**src/rtl/pll_sup_pkg.sv**
```systemverilog
// rtl/pll_sup_pkg.sv - shared types and defaults for the PLL lock supervisor
package pll_sup_pkg;

  typedef enum logic [1:0] {
    ST_WAIT_LOCK  = 2'd0,
    ST_STABILIZE  = 2'd1,
    ST_HOLD_RESET = 2'd2,
    ST_RUN        = 2'd3
  } sup_state_t;

  localparam int DEF_SYNC_STAGES        = 2;
  localparam int DEF_LOCK_STABLE_CYCLES = 1024;
  localparam int DEF_RESET_HOLD_CYCLES  = 16;
  localparam int STAT_W                 = 8;

  // Width that holds the larger of the two stage lengths without wrapping.
  function automatic int stage_cnt_w(input int a, input int b);
    return $clog2(((a > b) ? a : b) + 1);
  endfunction

endpackage

```
**src/rtl/sync_bit.sv**
```systemverilog
// rtl/sync_bit.sv - multi-flop single-bit synchronizer, resets to 0
module sync_bit #(
  parameter int STAGES = 2
) (
  input  logic clk,
  input  logic rst_n,
  input  logic d,
  output logic q
);

  logic [STAGES-1:0] ff;

  always_ff @(posedge clk or negedge rst_n) begin
    if (!rst_n) begin
      ff <= '0;
    end else begin
      ff <= {ff[STAGES-2:0], d};
    end
  end

  assign q = ff[STAGES-1];

endmodule

```
**src/rtl/pll_lock_supervisor.sv**
```systemverilog
// rtl/pll_lock_supervisor.sv - sequences downstream reset release from PLL lock
module pll_lock_supervisor
  import pll_sup_pkg::*;
#(
  parameter int SYNC_STAGES        = DEF_SYNC_STAGES,
  parameter int LOCK_STABLE_CYCLES = DEF_LOCK_STABLE_CYCLES,
  parameter int RESET_HOLD_CYCLES  = DEF_RESET_HOLD_CYCLES
) (
  input  logic              clock_in,
  input  logic              reset_n,
  input  logic              locked,
  input  logic              clear_stats,
  output logic              sys_reset_n,
  output logic              ready,
  output logic [STAT_W-1:0] lock_lost_count,
  output logic              lock_lost_sticky
);

  localparam int CNT_W = stage_cnt_w(LOCK_STABLE_CYCLES, RESET_HOLD_CYCLES);
  localparam logic [CNT_W-1:0] LOCK_LAST = CNT_W'(LOCK_STABLE_CYCLES - 1);
  localparam logic [CNT_W-1:0] HOLD_LAST = CNT_W'(RESET_HOLD_CYCLES - 1);

  logic       lock_s;
  sup_state_t state_q, state_d;
  logic [CNT_W-1:0] cnt_q, cnt_d;
  logic       loss_event;

  sync_bit #(
    .STAGES(SYNC_STAGES)
  ) u_lock_sync (
    .clk  (clock_in),
    .rst_n(reset_n),
    .d    (locked),
    .q    (lock_s)
  );

  always_ff @(posedge clock_in or negedge reset_n) begin
    if (!reset_n) begin
      state_q <= ST_WAIT_LOCK;
      cnt_q   <= '0;
    end else begin
      state_q <= state_d;
      cnt_q   <= cnt_d;
    end
  end

  always_comb begin
    state_d    = state_q;
    cnt_d      = cnt_q;
    loss_event = 1'b0;
    case (state_q)
      ST_WAIT_LOCK: begin
        cnt_d = '0;
        if (lock_s) begin
          state_d = ST_STABILIZE;
        end
      end
      ST_STABILIZE: begin
        if (!lock_s) begin
          state_d = ST_WAIT_LOCK;
          cnt_d   = '0;
        end else if (cnt_q == LOCK_LAST) begin
          state_d = ST_HOLD_RESET;
          cnt_d   = '0;
        end else begin
          cnt_d = cnt_q + 1'b1;
        end
      end
      ST_HOLD_RESET: begin
        if (!lock_s) begin
          state_d = ST_WAIT_LOCK;
          cnt_d   = '0;
        end else if (cnt_q == HOLD_LAST) begin
          state_d = ST_RUN;
          cnt_d   = '0;
        end else begin
          cnt_d = cnt_q + 1'b1;
        end
      end
      ST_RUN: begin
        cnt_d = '0;
        if (!lock_s) begin
          state_d    = ST_WAIT_LOCK;
          loss_event = 1'b1;
        end
      end
      default: begin
        state_d = ST_WAIT_LOCK;
        cnt_d   = '0;
      end
    endcase
  end

  // Outputs are flopped from the next state so they track the state register exactly.
  always_ff @(posedge clock_in or negedge reset_n) begin
    if (!reset_n) begin
      sys_reset_n <= 1'b0;
      ready       <= 1'b0;
    end else begin
      sys_reset_n <= (state_d == ST_RUN);
      ready       <= (state_d == ST_RUN);
    end
  end

  // A loss on the same edge as a clear counts as the first event after the clear.
  always_ff @(posedge clock_in or negedge reset_n) begin
    if (!reset_n) begin
      lock_lost_count  <= '0;
      lock_lost_sticky <= 1'b0;
    end else if (clear_stats) begin
      lock_lost_count  <= loss_event ? STAT_W'(1) : '0;
      lock_lost_sticky <= loss_event;
    end else if (loss_event) begin
      lock_lost_sticky <= 1'b1;
      if (lock_lost_count != '1) begin
        lock_lost_count <= lock_lost_count + 1'b1;
      end
    end
  end

endmodule
```
**config.mk**
```make
export PLATFORM = sky130hd
export DESIGN_NAME = pll_lock_supervisor
export DESIGN_NICKNAME = d
export VERILOG_FILES = /design/src/rtl/pll_sup_pkg.sv /design/src/rtl/sync_bit.sv /design/src/rtl/pll_lock_supervisor.sv
export SDC_FILE = /design/constraint.sdc
export NUM_CORES = 1
export LEC_CHECK = 0
export BUFFER_PORTS_ARGS = -buffer_cell sky130_fd_sc_hd__buf_2
export CORE_MARGIN = 2
export CORE_UTILIZATION = 35
export DETAILED_ROUTE_END_ITERATION = 7
export GPL_TIMING_DRIVEN = 0
export SLEW_MARGIN = 20
export SYNTH_ARGS = -nofsm -noshare
export SYNTH_HDL_FRONTEND = slang
export SYNTH_SLANG_ARGS = --single-unit
```
**constraint.sdc**
```tcl
create_clock -name clock_in -period 2.25 [get_ports clock_in]
set_input_delay 0.1125 -clock clock_in [delete_from_list [all_inputs] [get_ports clock_in]]
set_output_delay 0.1125 -clock clock_in [all_outputs]
set_load 0.02 [all_outputs]
```
==> results_dict.tcl <==
set metrics [dict create \
    rsz0062_at_grt "false" \
    slew_headroom 0.638 \
    arrival_ns 2.00 \
    die-area_sq_mm 0.00412 \
    timing.hold.ws_ns 0.0401 \
    synth_ff_type "dfrtp_1" \
    tightest_slew_ns 0.542 \
    die_h_um 64.2 \
    ys_warn_count 0 \
    synthArstFlopShare 1.00 \
    critical_path_class "register to register" \
    final-seq-area_sq_um 626 \
    numClockSinks 25 \
    grt_max_degree 26 \
    slew_violations 0 \
    place.port_buffers 13 \
    drv_cap 0 \
    holdPathStages 2 \
    diodes 0 \
    max_stage_delay_ns 0.43 \
    setup-tns-final_ns 0 \
    drt_iter0_drc 12 \
    p_leak_nw 0.632 \
    worstSetupEndpointType "register" \
    post_cts_buffers 0 \
    gp_congestion 0.734 \
    synth.distinct_cells 37 \
    crit_path_frequent_cell "o21ai_0" \
    nets 145 \
    die_w_um 64.2 \
    drive_gt1_frac 0.188 \
    fillCellCount 354 \
    synth_nets 125 \
    clock.fmax_mhz 570 \
    reg2reg_depth 5 \
    rows 21 \
    grt_overflow_total 0 \
    path_clk_slew_ns 0.14 \
    netlist_area_sq_mm 0.00127 \
    min_from "clear_stats" \
    drtAntennaViolNets 0 \
    synth-edff-count 0 \
    cts_buffers 3 \
    cts_tree "yes" \
    peakVddDrop_v 0.000387 \
    power_density_mw_per_mm2 478 \
    syn_area_per_cell_sq_um 10.7 \
    grt_pass1_vias 879 \
    crit_slowest_cell "dfrtp_1" \
    first_pass_iters 3 \
    grt_use_total 0.121 \
    vias 898 \
    antenna_found_initial 0 \
    preCtsSetupSlack_ns 0.505 \
    hold_path.class "input port to register" \
    critPathLaunchType "register" \
    status "complete, no violations" \
    synth_top_area_frac 0.493 \
    rrSetupSlack_ns 0.49 \
    syn2layout_area_growth_pct 13.3 \
    synth_area_leaders "dfrtp_1 (49%), nor2_1 (5.0%), xnor2_1 (4.8%), xor2_1 (2.8%), nand2_1 (2.7%)" \
    io_pins 15 \
    yosys_register_bits 25 \
    netlist_instances 119 \
    cts_max_level 1 \
    ys_seq_area_frac 0.493 \
    cts_buffer_depth 2 \
    hold_buffers 2 \
    fin_ws_ns 0.494 \
    post-route-period-util 0.780 \
    hold_viol_final 0 \
    worstPathRequired_ns 2.49 \
    timing.rr.start "cnt_q[0]$_DFF_PN0_" \
    clockRootBuffer "clkbuf_4" \
    multi_input_area_sq_um 609 \
    timing.rr.end "cnt_q[10]$_DFF_PN0_" \
    path_max_fanout 4 \
    routedWlPerCell_um 12.3 \
    wl_mm 2.26 \
    core_area_sq_mm 0.00342 \
    cts_resized 0 \
    yosysTopAreaCell "dfrtp_1" \
    power_w 0.000687 \
    drc 0 \
    grt_pass1_wl_mm 3.97 \
    clock_latency_ns 0.31 \
    fin_crit_ns 1.76 \
    skew_ns 0.00303 \
    path_cells "ha_1 > and3_1 > a311oi_1 > o21ai_0 > o21ai_0" \
    start_util 0.371 \
    routed_via_density 4.88 \
    finalSetupViolations 0 \
    whs_endpoint "lock_lost_count[5]$_DFFE_PN0P_" \
    dpl.hpwl_mm 1.68 \
]
==> layout make-up <==
cell class	count	area share
Tap cell	46	0.0400
Buffer	2	0.0104
Sequential cell	25	0.435
Inverter	5	0.0131
Multi-Input combinational cell	87	0.424
Clock buffer	4	0.0183
Timing Repair Buffer	15	0.0592
==> worst max-delay path: cells and delay by family (launching register included) <==
family          cells  cell delay (ns)
compound gates      3             0.76
simple gates        1             0.25
fa+ha+maj           1             0.24
flops               1             0.43
==> worst max-delay path by stage <==
stage | cells past startpoint | from | to | slack, ns
4_1_cts | 5 | cnt_q[0]$_DFF_PN0_ | cnt_q[10]$_DFF_PN0_ | 0.48
2_1_floorplan | 5 | cnt_q[0]$_DFF_PN0_ | cnt_q[10]$_DFF_PN0_ | 0.67
5_1_grt | 5 | cnt_q[0]$_DFF_PN0_ | cnt_q[10]$_DFF_PN0_ | 0.31
3_3_place_gp | 5 | cnt_q[0]$_DFF_PN0_ | cnt_q[10]$_DFF_PN0_ | 0.60
3_5_place_dp | 5 | cnt_q[0]$_DFF_PN0_ | cnt_q[10]$_DFF_PN0_ | 0.51
6_report | 5 | cnt_q[0]$_DFF_PN0_ | cnt_q[10]$_DFF_PN0_ | 0.49
==> metal layers <==
metal / track usage / up-vias / wire (um)
met5: 0 / - / 0
met4: 0.0399 / 0 / 19
met3: 0.0123 / 2 / 31
met2: 0.197 / 7 / 1050
met1: 0.168 / 431 / 1150
li1: - / 458 / -
==> stage by stage <==
stage / area [sq um] / std cells / util
after detailed placement: 1390 / 178 / 0.407
after global placement: 1390 / 178 / 0.407
final: 1440 / 184 / 0.421
after floorplan: 1270 / 119 / -
after global routing: 1440 / 184 / 0.421
after CTS: 1440 / 184 / 0.421
==> Yosys cell counts, types with 3 or more instances <==
cell type  count
inv_1          5
and4_1         3
nand3_1        5
o21ai_0        4
nor2_1        17
xnor2_1        7
nand2_1        9
nor3_1         4
nand4_1        4
dfrtp_1       25
xor2_1         4
==> flip-flops by register name, summed over array words and instances (netlist names) <==
register	flops
u_lock_sync.ff	2
lock_lost_count	8
state_q	2
ready	1
cnt_q	11
lock_lost_sticky	1
==> power by group <==
group	internal [W]	total [W]	leakage (nW)	switching (W)
Combinational	0.0000100	0.0000283	0.276	0.0000182
Clock	0.0000691	0.000200	0.0150	0.000131
Sequential	0.000454	0.000459	0.341	0.00000510
==> placed cells by master, fill, tap and decap left out, types with 5 or more instances in the layout <==
master / count
buf_2: 13
nand2_1: 9
dfrtp_1: 25
inv_1: 5
xnor2_1: 7
nand3_1: 5
nor2_1: 17
==> logic make-up (layout without fill, tap and decap cells) <==
family                   Yosys count  count (layout)  share of synthesized area
XOR/XNOR                          11              11                     0.0759
AND/OR/NAND/NOR                   55              55                      0.239
multiplexers                       2               2                     0.0158
flip-flops                        25              25                      0.493
AO/OA/AOI/OAI                     17              17                      0.130
buffers and inverters              7              26                     0.0266
adder cells (fa/ha/maj)            2               2                     0.0197
Note: power is estimated with default switching activity, not from simulation.
